File: config.mk
export PLATFORM = sky130hd
export DESIGN_NAME = sd_crc_engine
export DESIGN_NICKNAME = d
export VERILOG_FILES = /design/src/rtl/sd_crc_pkg.sv /design/src/rtl/sd_crc_step.sv /design/src/rtl/sd_crc_engine.sv
export SDC_FILE = /design/constraint.sdc
export NUM_CORES = 1
export LEC_CHECK = 0
export ABC_AREA = 1
export BUFFER_PORTS_ARGS = -buffer_cell sky130_fd_sc_hd__buf_2
export CAP_MARGIN = 5
export CORE_MARGIN = 2
export CORE_UTILIZATION = 55
export DETAILED_ROUTE_END_ITERATION = 7
export GPL_ROUTABILITY_DRIVEN = 0
export GPL_TIMING_DRIVEN = 0
export MAX_ROUTING_LAYER = met4
export PLACE_DENSITY = 0.88
export SYNTH_ARGS = -nofsm -noshare
export SYNTH_HDL_FRONTEND = slang
export SYNTH_HIERARCHICAL = 1
export SYNTH_SLANG_ARGS = --single-unit
File: constraint.sdc
create_clock -name sys_clk -period 4.5 [get_ports sys_clk]
set_input_delay 0.225 -clock sys_clk [delete_from_list [all_inputs] [get_ports sys_clk]]
set_output_delay 0.225 -clock sys_clk [all_outputs]
set_load 0.005 [all_outputs]
File: src/rtl/sd_crc_pkg.sv
// sd_crc_pkg: shared constants for the SD CRC engine.
// Holds the SD CRC7/CRC16 generator polynomials and the FSM state codes.
package sd_crc_pkg;

    localparam logic [6:0]  SD_CRC7_POLY  = 7'h09;
    localparam logic [15:0] SD_CRC16_POLY = 16'h1021;

    typedef logic [1:0] sd_crc_state_t;

    localparam sd_crc_state_t ST_IDLE = 2'd0;
    localparam sd_crc_state_t ST_BUSY = 2'd1;
    localparam sd_crc_state_t ST_DONE = 2'd2;

endpackage

File: src/rtl/sd_crc_step.sv
// sd_crc_step: combinational single-beat CRC update (DATA_W serial LFSR steps).
// Ports: i_crc (current register), i_data (beat, MSB first), o_crc (updated).
module sd_crc_step #(
    parameter int                 CRC_W  = 7,
    parameter logic [CRC_W-1:0]   POLY   = 7'h09,
    parameter int                 DATA_W = 8
) (
    input  logic [CRC_W-1:0]  i_crc,
    input  logic [DATA_W-1:0] i_data,
    output logic [CRC_W-1:0]  o_crc
);

    logic [CRC_W-1:0] w_acc;
    logic             w_fb;

    // Unrolled bit-serial LFSR: highest data bit enters first.
    always_comb begin
        w_acc = i_crc;
        w_fb  = 1'b0;
        for (int i = DATA_W - 1; i >= 0; i--) begin
            w_fb  = w_acc[CRC_W-1] ^ i_data[i];
            w_acc = {w_acc[CRC_W-2:0], 1'b0} ^ (w_fb ? POLY : '0);
        end
    end

    assign o_crc = w_acc;

endmodule

File: src/rtl/sd_crc_engine.sv
// sd_crc_engine: streaming CRC7/CRC16 generator, one DATA_W-bit beat per clock.
// Ports: sys_clk, sys_rst (sync, active-high), abort; in_data/in_valid/in_last/
// in_ready beat input; crc_out/out_valid/out_ready result handoff; beat_cnt.
// Optional macro SD_CRC_CHECK_EN adds exp_crc (in) and crc_ok (out) compare.
module sd_crc_engine
    import sd_crc_pkg::*;
#(
    parameter int               CRC_W  = 7,
    parameter logic [CRC_W-1:0] POLY   = SD_CRC7_POLY,
    parameter logic [CRC_W-1:0] INIT   = '0,
    parameter int               DATA_W = 8
) (
    input  logic              sys_clk,
    input  logic              sys_rst,
    input  logic              abort,
    input  logic [DATA_W-1:0] in_data,
    input  logic              in_valid,
    input  logic              in_last,
    output logic              in_ready,
    output logic [CRC_W-1:0]  crc_out,
    output logic              out_valid,
    input  logic              out_ready,
`ifdef SD_CRC_CHECK_EN
    input  logic [CRC_W-1:0]  exp_crc,
    output logic              crc_ok,
`endif
    output logic [15:0]       beat_cnt
);

    sd_crc_state_t    r_state;
    sd_crc_state_t    w_next;
    logic [CRC_W-1:0] r_crc;
    logic [15:0]      r_beat_cnt;
    logic             r_out_valid;
    logic             w_ready;
    logic             w_accept;
    logic             w_first;
    logic [CRC_W-1:0] w_base;
    logic [CRC_W-1:0] w_step;

    // State register
    always_ff @(posedge sys_clk) begin
        if (sys_rst) begin
            r_state <= ST_IDLE;
        end else begin
            r_state <= w_next;
        end
    end

    // Next-state logic; abort overrides any transition.
    always_comb begin
        w_next = r_state;
        case (r_state)
            ST_IDLE, ST_BUSY: begin
                if (w_accept) begin
                    w_next = in_last ? ST_DONE : ST_BUSY;
                end
            end
            ST_DONE: begin
                if (out_ready) begin
                    w_next = ST_IDLE;
                end
            end
            default: w_next = ST_IDLE;
        endcase
        if (abort) begin
            w_next = ST_IDLE;
        end
    end

    // Output decode
    always_comb begin
        w_ready  = (r_state != ST_DONE);
        w_accept = in_valid && w_ready;
        w_first  = (r_state == ST_IDLE);
    end

    // A new frame always starts from INIT regardless of the register.
    assign w_base = w_first ? INIT : r_crc;

    sd_crc_step #(
        .CRC_W  (CRC_W),
        .POLY   (POLY),
        .DATA_W (DATA_W)
    ) u_step (
        .i_crc  (w_base),
        .i_data (in_data),
        .o_crc  (w_step)
    );

    // Datapath registers
    always_ff @(posedge sys_clk) begin
        if (sys_rst || abort) begin
            r_crc       <= INIT;
            r_beat_cnt  <= 16'd0;
            r_out_valid <= 1'b0;
        end else begin
            r_out_valid <= (w_next == ST_DONE);
            if (w_accept) begin
                r_crc <= w_step;
                if (w_first) begin
                    r_beat_cnt <= 16'd1;
                end else if (r_beat_cnt != 16'hFFFF) begin
                    r_beat_cnt <= r_beat_cnt + 16'd1;
                end
            end else if (r_state == ST_DONE && out_ready) begin
                r_crc <= INIT;
            end
        end
    end

`ifdef SD_CRC_CHECK_EN
    logic r_crc_ok;

    // Compare against exp_crc as presented with the last beat.
    always_ff @(posedge sys_clk) begin
        if (sys_rst || abort) begin
            r_crc_ok <= 1'b0;
        end else if (w_accept && in_last) begin
            r_crc_ok <= (w_step == exp_crc);
        end else if (r_state == ST_DONE && out_ready) begin
            r_crc_ok <= 1'b0;
        end
    end

    assign crc_ok = r_crc_ok;
`endif

    assign in_ready  = w_ready;
    assign crc_out   = r_crc;
    assign out_valid = r_out_valid;
    assign beat_cnt  = r_beat_cnt;

endmodule
==> run_results.csv, run 1 <==
group,metric,value,unit
floorplanning,fp.dieArea,0.004020,sq mm
floorplanning,fp-row-count,21,
synthesis,synth_seq_cells,26,
pwr,post-layout-total-power,426.6,uW
worst_setup_path,r2r_start,"r_state[0]",
cts,cts_buffer_depth,2,
run_status,outcome,"completed",
pwr,seqPwrFrac,56.7,%
synthesis,syn_area_per_cell,5.641,sq um
timing,layout_min_cycle_time,2.071,ns
cts,number_of_hold_buffers_added_after_cts,0,
worst_setup_path,cp.arrival,2.27,ns
global_routing,grt_remaining_overflow,0,
worst_setup_path,critical_path.cell_chain,"nor2_2, clkbuf_1, nor2_1, inv_1, nand2_1, nand2_1, nand2_1, nand3_1, nand2_1, buf_4, nand2_1, a21oi_1",
global_routing,grt_pass1_vias,1979,
route,routed_wirelength,4.654,mm
worst_setup_path,kind_of_start_point_of_the_critical_path,"flop",
cts,clk_pin_slew_worst_paths,0.13,ns
worst_setup_path,cp_max_fo,10,
layout,syn2layout_area_growth,13.93,%
synthesis,synth.cells.most_frequent,"sky130_fd_sc_hd__nand2_1, sky130_fd_sc_hd__inv_1, sky130_fd_sc_hd__nor2_1, sky130_fd_sc_hd__nand3_1, sky130_fd_sc_hd__dfxtp_1",
route,detail_route.first_pass.iterations,4,
worst_setup_path,timing.critical_path.mode_cell,"sky130_fd_sc_hd__nand2_1",
cts,cts.sinks,26,
floorplanning,initial_utilization,57.70,%
worst_setup_path,critical_path_required,4.70,ns
timing,setup_total_negative_slack,0,ns
timing,tightestPinTransition,0.5421,ns
timing,finClkSkew,0.002098,ns
floorplanning,die_outline_width,63.40,um
layout,layoutNonFillerInstCount,431,
layout,num_antenna_cells,0,
timing,slew-limit-headroom,63.86,%
cts,cts.repair_timing.setup_buffer_count,0,
pwr,peakVddDrop,0.1933,mV
synthesis,synth_top_cell_area_share,26.82,%
hold_path,min-delay-path-class,"in -> reg",
timing,setup_violations,0,
synthesis,synth.lib_cells_used.distinct,24,
cts,tritoncts,"built",
worst_setup_path,slowest_delay,0.46,ns
placed_design,dp_hpwl,3.535,mm
route,vias,2138,
global_routing,grt_max_degree,14,
pwr,pwr-share-comb,20.5,%
pwr,pwr_density_cell,192.9,mW/mm^2
layout,layout.nets,402,
worst_setup_path,cp_top_family,"simple AND/OR/NAND/NOR gates",
timing,maxSlewViolCount,0,
global_routing,antenna_found_initial,0,
cts,cts.htree.levels,1,
worst_setup_path,timing.setup.critical_path_class,"reg -> reg",
synthesis,ys_dominant_reg_cell,"sky130_fd_sc_hd__dfxtp_1",
route,detail_route.drc_violations,0,
pwr,switching_power,126.3,uW
worst_setup_path,timing.critical_path.from,"r_state[0]",
timing,grt_setup_unrepaired,"no",
synthesis,synthTopCellsByArea,"sky130_fd_sc_hd__dfxtp_1, sky130_fd_sc_hd__nand2_1, sky130_fd_sc_hd__inv_1",
synthesis,seq_area_frac_synth,26.82,%
global_routing,first_pass_grt_wire_length,8.459,mm
cts,cts-root-buf,"sky130_fd_sc_hd__clkbuf_4",
synthesis,postSynthNetCount,359,
worst_setup_path,cp_slowest_cell,"sky130_fd_sc_hd__clkbuf_1",
worst_setup_path,worstPathBufferInverterCount,3,
synthesis,synth-edff-count,0,
cts,total_cts_buffers,3,
global_routing,gr-usage-all-layers,26.29,%
cts,insertion_delay,0.31,ns
worst_setup_path,critPathCaptureType,"flop",
placed_design,numPlacedInstances,428,
route,vias_per_cell,4.961,
synthesis,yosysWarnings,6,
timing,ratio_of_final_minimum_period_to_clock_period,46.03,%
placed_design,io_buffer_count,38,
route,wire_per_inst,10.80,um
pwr,power_internal,300.2,uW
pwr,clock_power_share,22.8,%
route,ant_nets,0,
synthesis,synth-async-reset-ratio,0,%
cts,postCtsResizedCells,0,
hold_path,min_from,"in_valid",
pwr,sw_frac_of_total,29.62,%
synthesis,yosys.cell_count.top_type,"sky130_fd_sc_hd__nand2_1",
route,drt_initial_violations,128,
run,max_cap_viol_count,0,
synthesis,post_synth_inst_count,344,
synthesis,yosysTopAreaCell,"sky130_fd_sc_hd__dfxtp_1",
floorplanning,floorplan.die.height,63.40,um
floorplanning,ios,39,
floorplanning,fp.coreArea,0.003363,sq mm
synthesis,synth_area,0.001941,sq mm
timing,hold_violations,0,
layout,fillers,356,
layout,drive_gt1_share,18.70,%
timing,fmax,0.4828,GHz
pwr,power.leakage,0.001087,uW
-- path summary, 6_finish.rpt --
| path | to | slack (ns) | cells past startpoint |
|---|---|---|---|
| hold reg to reg | crc_out[4] | 0.50 | 2 |
| setup / recovery | crc_out[0] | 2.43 | 12 |
| hold / removal | r_state[0] | 0.17 | 3 |
| setup reg to reg | crc_out[0] | 2.43 | 12 |
-- worst register-to-register path, stage by stage, from the launching register on --
cell and delay, ns:
sky130_fd_sc_hd__dfxtp_1 0.37, sky130_fd_sc_hd__nor2_2 0.24, sky130_fd_sc_hd__clkbuf_1 0.47, sky130_fd_sc_hd__nor2_1 0.15
sky130_fd_sc_hd__inv_1 0.10, sky130_fd_sc_hd__nand2_1 0.05, sky130_fd_sc_hd__nand2_1 0.12, sky130_fd_sc_hd__nand2_1 0.09
sky130_fd_sc_hd__nand3_1 0.09, sky130_fd_sc_hd__nand2_1 0.05, sky130_fd_sc_hd__buf_4 0.12, sky130_fd_sc_hd__nand2_1 0.06
sky130_fd_sc_hd__a21oi_1 0.06
-- state kept, by name, indices dropped and copies added (netlist names) --
name / count
r_state: 2
beat_cnt: 16
out_valid: 1
crc_out: 7
-- routing by layer --
layer	wire length, um	up-vias	global-route usage [%]
met4	36	0	5.435
met2	2127	67	41.18
met1	2188	939	35.82
met3	302	4	4.464
li1	-	1128	-
met5	0	-	-
-- through the flow --
step	worst slack [ns]	util, %	instance area [sq um]	hold WS, ns
2_1_floorplan	2.896	-	1941	0.3766
3_3_place_gp	2.561	65.07	2188	0.4683
3_5_place_dp	2.485	65.07	2188	0.4729
4_1_cts	2.443	65.74	2211	0.1616
5_1_grt	2.197	65.74	2211	0.1694
6_report	2.429	65.74	2211	0.1723
-- power groups by stage --
| stage | Sequential, uW | Combinational (uW) | Clock [uW] |
|---|---|---|---|
| after floorplan | 246 | 59.9 | 0 |
| after global placement | 247 | 83.8 | 0 |
| after detailed placement | 247 | 85.9 | 0 |
| after CTS | 242 | 86.8 | 103 |
| after global routing | 243 | 100 | 114 |
| final | 242 | 87.3 | 97.5 |
-- cells by family after synthesis --
logic type | synth area share (%)
adders and majority gates | 0.6446
buffers and inverters | 14.44
DFF | 26.82
and+or+nand+nor | 48.74
AOI/OAI and AO/OA | 7.995
xor gates and xnor gates | 1.354
-- cells in the final DEF (no fill, tap or decap), drive strengths merged --
master,count
a31oi,1
nor3,4
o21ai,9
clkbuf,5
inv,60
ha,1
nor2,50
nand2,127
a21oi,17
nand4,3
nand3,34
buf,44
o21bai,1
dfxtp,26
xnor2,3
-- layout make-up --
| class | instances | area [sq um] | share of cell area [%] |
|---|---|---|---|
| Inverter | 60 | 225.2 | 10.19 |
| Buffer | 8 | 55.05 | 2.490 |
| Clock buffer | 3 | 22.52 | 1.019 |
| Sequential cell | 26 | 520.5 | 23.54 |
| Multi-Input combinational cell | 250 | 1140 | 51.56 |
| Tap cell | 46 | 57.56 | 2.603 |
| Timing Repair Buffer | 38 | 190.2 | 8.602 |
Power figures use the tool's default switching activity.
==> run 2, diff against run 1 <==
--- a/config.mk
+++ b/config.mk
@@ -9,12 +9,12 @@
 export BUFFER_PORTS_ARGS = -buffer_cell sky130_fd_sc_hd__buf_2
 export CAP_MARGIN = 5
 export CORE_MARGIN = 2
-export CORE_UTILIZATION = 55
+export CORE_UTILIZATION = 50
 export DETAILED_ROUTE_END_ITERATION = 7
 export GPL_ROUTABILITY_DRIVEN = 0
 export GPL_TIMING_DRIVEN = 0
 export MAX_ROUTING_LAYER = met4
-export PLACE_DENSITY = 0.88
+export PLACE_DENSITY = 0.85
 export SYNTH_ARGS = -nofsm -noshare
 export SYNTH_HDL_FRONTEND = slang
 export SYNTH_HIERARCHICAL = 1
==> constraint.sdc (replaced) <==
create_clock -name sys_clk -period 1.68 [get_ports sys_clk]
set_input_delay 0.084 -clock sys_clk [delete_from_list [all_inputs] [get_ports sys_clk]]
set_output_delay 0.084 -clock sys_clk [all_outputs]
set_load 0.005 [all_outputs]
==> run 2 against run 1 <==
- power grew to 3.1 times the previous value
- sequential cell count stayed put
- maximum frequency is 32% higher
- critical endpoint is now beat_cnt[10]
==> run_results.csv, run 2 (synthesized netlist as in run 1, its figures left out) <==
group,metric,value,unit
timing,slew-limit-headroom,69.37,%
placed_design,io_buffer_count,38,
worst_setup_path,critPathCaptureType,"flop",
global_routing,grt_max_degree,15,
cts,cts.sinks,26,
pwr,pwr_density_cell,571.0,mW/mm^2
cts,tritoncts,"built",
cts,insertion_delay,0.28,ns
timing,hold_violations,0,
timing,final.hold.worst_slack,0.07918,ns
hold_path,min-delay-path-class,"in -> reg",
worst_setup_path,critical_path_required,1.86,ns
layout,core_occupancy_in_the_finished_layout,62.14,%
pwr,peakVddDrop,0.3150,mV
route,wire_per_inst,10.81,um
floorplanning,initial_utilization,52.61,%
floorplanning,ios,39,
timing,layout_min_cycle_time,1.568,ns
placed_design,dp_hpwl,3.530,mm
route,ant_nets,0,
run,max_cap_viol_count,0,
layout,num_antenna_cells,0,
floorplanning,fp.dieArea,0.004396,sq mm
route,vias_per_cell,4.922,
route,detail_route.first_pass.iterations,4,
layout,layout.nets,403,
cts,cts-root-buf,"sky130_fd_sc_hd__clkbuf_8",
timing,maxSlewViolCount,0,
worst_setup_path,timing.setup.critical_path_class,"reg -> reg",
cts,total_cts_buffers,3,
run_status,outcome,"completed",
timing,setup_violations,0,
cts,cts_buffer_depth,2,
timing,setup_total_negative_slack,0,ns
global_routing,antenna_found_initial,0,
timing,fmax,0.6379,GHz
global_routing,grt_remaining_overflow,0,
worst_setup_path,cp_max_fo,6,
layout,commonest_cells_after_routing_fill_and_taps_aside,"sky130_fd_sc_hd__nand2_1, sky130_fd_sc_hd__inv_1, sky130_fd_sc_hd__buf_2",
global_routing,first_pass_grt_wire_length,8.197,mm
worst_setup_path,kind_of_start_point_of_the_critical_path,"flop",
floorplanning,fp-row-count,22,
pwr,post-layout-total-power,1309,uW
floorplanning,floorplan.die.height,66.30,um
layout,fillers,361,
layout,drive_gt1_share,21.45,%
layout,layout.cells.most_common,"sky130_fd_sc_hd__nand2_1",
global_routing,gr-usage-all-layers,24.42,%
layout,syn2layout_area_growth,18.12,%
route,routed_wirelength,4.703,mm
cts,clk_pin_slew_worst_paths,0.09,ns
global_routing,grt_pass1_vias,1890,
floorplanning,die_outline_width,66.30,um
timing,finClkSkew,0.007796,ns
pwr,power.leakage,0.001117,uW
worst_setup_path,cp.arrival,1.75,ns
route,vias,2141,
timing,tightestPinTransition,0.4594,ns
route,detail_route.drc_violations,0,
layout,largest_register_ffs,16,
floorplanning,fp.coreArea,0.003689,sq mm
route,drt_initial_violations,142,
timing,ratio_of_final_minimum_period_to_clock_period,93.31,%
cts,cts.htree.levels,1,
## run 2: cell count changes in the layout (fill, tap and decap cells not counted), moves of 2 or more
cell,previous run,this run
sky130_fd_sc_hd__dfxtp_1,26,22
sky130_fd_sc_hd__nor2_1,42,39
sky130_fd_sc_hd__dfxtp_2,0,4
sky130_fd_sc_hd__nor2_2,5,7
sky130_fd_sc_hd__clkbuf_8,0,4
sky130_fd_sc_hd__clkbuf_4,3,0
## run 2: where the power goes
group / total [uW] / internal (uW) / switching (uW)
logic: 244 / 95.6 / 148
registers: 648 / 632 / 16.3
clock network: 417 / 210 / 207
## run 2: critical path: stages, from the launching register on
cell and delay (ns):
sky130_fd_sc_hd__dfxtp_2 0.38, sky130_fd_sc_hd__ha_1 0.22, sky130_fd_sc_hd__nand2_2 0.08, sky130_fd_sc_hd__nor2_1 0.24, sky130_fd_sc_hd__nand3_2 0.17, sky130_fd_sc_hd__o21ai_0 0.19
sky130_fd_sc_hd__nand3_1 0.09, sky130_fd_sc_hd__nand2_1 0.07, sky130_fd_sc_hd__nor2_1 0.04
## run 2: area by class of cell
class,instances,area (sq um),area share (%)
Buffer,8,66.31,2.893
Clock buffer,4,55.05,2.402
Inverter,60,225.2,9.825
Multi-Input combinational cell,250,1162,50.71
Sequential cell,26,525.5,22.93
Tap cell,48,60.06,2.620
Timing Repair Buffer,39,197.7,8.624
## run 2: final timing paths
check / endpoint / slack, ns / start / depth (start not counted)
hold reg to reg: crc_out[2] / 0.49 / crc_out[2] / 2
setup / recovery: beat_cnt[10] / 0.11 / beat_cnt[0] / 8
hold / removal: r_state[0] / 0.08 / in_valid / 3
setup reg to reg: beat_cnt[10] / 0.11 / beat_cnt[0] / 8
## run 2: metrics by stage
step	setup WS [ns]	instance area [sq um]	std cells
floorplan	0.07596	1941	344
global placement	-0.2422	2191	430
detailed placement	-0.2688	2191	430
CTS	0.02337	2256	434
global route	-0.01351	2292	435
finish	0.1124	2292	435
## run 2: metal layers
layer	vias up	global-route usage (%)	part of all wire, %
met5	-	-	0
met2	62	39.00	46
met3	5	3.066	6.1
met1	941	32.29	47
li1	1133	-	-
met4	0	7.398	1.1
## run 2: repair_timing
action,4_1_cts,5_1_grt
pin swaps,0,1
setup endpoints to repair,7,19
hold endpoints to repair,0,0
hold buffers,0,0
gates resized for setup,3,11
buffers inserted,0,1
==> run 3, diff against run 2 <==
==> constraint.sdc (replaced) <==
create_clock -name sys_clk -period 1.68 [get_ports sys_clk]
set_input_delay 0.084 -clock sys_clk [delete_from_list [all_inputs] [get_ports sys_clk]]
set_output_delay 0.084 -clock sys_clk [all_outputs]
set_load 0.05 [all_outputs]
==> run 3 against run 2 <==
- register-to-register slack about the same
- highest routed layer unchanged
- largest power group unchanged
- wire length rose by 1.3%
- clock skew barely moved
- setup slack worse by 0.010 ns
- power down 0.92%
- sequential power barely moved
- hold slack improved by 0.0044 ns
- first-iteration DRC count increased by 18%
==> run_results.csv, run 3 (synthesized netlist as in run 1, its figures left out) <==
group,metric,value,unit
placed_design,numPlacedInstances,430,
timing,finClkSkew,0.007795,ns
layout,layout.nets,402,
timing,tightestPinTransition,0.4394,ns
run_status,outcome,"completed",
global_routing,antenna_found_initial,0,
layout,commonest_cells_after_routing_fill_and_taps_aside,"sky130_fd_sc_hd__nand2_1, sky130_fd_sc_hd__inv_1, sky130_fd_sc_hd__buf_2",
worst_setup_path,timing.setup.critical_path_class,"reg -> reg",
timing,fmax,0.6338,GHz
pwr,power.leakage,0.001103,uW
route,detail_route.drc_violations,0,
timing,setup_total_negative_slack,0,ns
layout,layout.cells.most_common,"sky130_fd_sc_hd__nand2_1",
run,max_cap_viol_count,0,
cts,cts-root-buf,"sky130_fd_sc_hd__clkbuf_8",
timing,ratio_of_final_minimum_period_to_clock_period,93.92,%
placed_design,io_buffer_count,38,
global_routing,grt_max_degree,14,
floorplanning,fp.coreArea,0.003689,sq mm
placed_design,dp_hpwl,3.533,mm
worst_setup_path,critical_path_required,1.89,ns
cts,cts.htree.levels,1,
floorplanning,ios,39,
cts,insertion_delay,0.27,ns
layout,num_antenna_cells,0,
worst_setup_path,kind_of_start_point_of_the_critical_path,"flop",
hold_path,min-delay-path-class,"in -> reg",
floorplanning,fp-row-count,22,
timing,layout_min_cycle_time,1.578,ns
route,vias,2126,
cts,total_cts_buffers,3,
worst_setup_path,critPathCaptureType,"flop",
layout,largest_register_ffs,16,
layout,fillers,347,
global_routing,grt_remaining_overflow,0,
route,vias_per_cell,4.910,
global_routing,gr-usage-all-layers,24.24,%
timing,hold_violations,0,
route,wire_per_inst,11.00,um
timing,setup_violations,0,
worst_setup_path,worst_setup_path_end,"beat_cnt[5]",
worst_setup_path,r2r_cells,10,
floorplanning,floorplan.die.height,66.30,um
worst_setup_path,r2r_end,"beat_cnt[5]",
route,drt_initial_violations,168,
layout,syn2layout_area_growth,17.41,%
pwr,peakVddDrop,0.4470,mV
cts,cts_buffer_depth,2,
cts,tritoncts,"built",
global_routing,first_pass_grt_wire_length,8.231,mm
placed_design,post-place-ws,-0.2817,ns
floorplanning,die_outline_width,66.30,um
global_routing,grt_pass1_vias,1950,
timing,post-route-worst-setup-slack,0.1021,ns
placed_design,dpl-instance-area,0.002193,sq mm
worst_setup_path,r2r_start,"beat_cnt[0]",
route,detail_route.first_pass.iterations,4,
floorplanning,fp.dieArea,0.004396,sq mm
timing,slew-limit-headroom,70.71,%
pwr,post-layout-total-power,1297,uW
pwr,pwr_density_cell,569.2,mW/mm^2
layout,post-route-cell-area,0.002278,sq mm
worst_setup_path,cp.arrival,1.78,ns
cts,cts.sinks,26,
cts,clk_pin_slew_worst_paths,0.09,ns
worst_setup_path,reg2reg_setup_slack,0.10,ns
layout,layoutNonFillerInstCount,433,
worst_setup_path,cp_max_fo,10,
timing,grt_setup_unrepaired,"no",
layout,drive_gt1_share,21.82,%
route,ant_nets,0,
route,routed_wirelength,4.765,mm
timing,maxSlewViolCount,0,
worst_setup_path,timing.critical_path.from,"beat_cnt[0]",
floorplanning,initial_utilization,52.61,%
==> run 3: worst max-delay path: stages, from the launching register on <==
cell and delay, ns:
sky130_fd_sc_hd__dfxtp_2 0.39, sky130_fd_sc_hd__ha_2 0.22, sky130_fd_sc_hd__nand2_2 0.08, sky130_fd_sc_hd__inv_2 0.08, sky130_fd_sc_hd__nand2_2 0.07, sky130_fd_sc_hd__nor2_4 0.13
sky130_fd_sc_hd__nand3_4 0.11, sky130_fd_sc_hd__buf_6 0.17, sky130_fd_sc_hd__nand3_2 0.05, sky130_fd_sc_hd__nand2_1 0.08, sky130_fd_sc_hd__a21oi_2 0.13
==> run 3: per-layer routing <==
layer	wire length [um]	share of wire [%]	global-route usage, %
met1	2284	48	32.85
met2	2182	46	36.75
met5	0	0	-
met3	257	5.4	3.578
met4	41	0.86	8.673
==> run 3: area by class of cell <==
type	instances	area [sq um]	share of cell area, %
well taps	48	60.06	2.636
plain buffers	8	66.31	2.910
multi-input cells	250	1167	51.24
repair buffers	38	190.2	8.347
flip-flops and latches	26	528.0	23.17
inverters	60	225.2	9.885
clock buffers	3	41.29	1.812
==> run 3: through the flow <==
| step | utilization (%) | hold slack (ns) |
|---|---|---|
| floorplan | - | 0.2356 |
| global placement | 59.46 | 0.3536 |
| detailed placement | 59.46 | 0.3661 |
| CTS | 60.85 | 0.08658 |
| global route | 61.77 | 0.09677 |
| finish | 61.77 | 0.08361 |
==> run 3: worst min path at each step <==
stage             start         end  slack [ns]  cells past startpoint
6_report       in_valid  r_state[0]        0.08                      3
5_1_grt        in_valid  r_state[0]         0.1                      3
4_1_cts        in_valid  r_state[0]        0.09                      3
3_5_place_dp   in_valid  r_state[0]        0.37                      3
3_3_place_gp   in_valid  r_state[0]        0.35                      3
2_1_floorplan  in_valid  r_state[0]        0.24                      2
==> run 3: timing repair <==
item	in CTS	in global routing
hold buffers	0	0
gates resized for setup	3	14
gates cloned	0	0
pin swaps	0	1
setup buffers	0	0
setup endpoints to repair	7	16
==> run 3: power by group <==
part	switching [uW]	leakage (uW)	total, uW	internal, uW
logic	195	0.000868	290	94.5
clock network	200	0.0000216	361	161
registers	15.9	0.000213	647	631
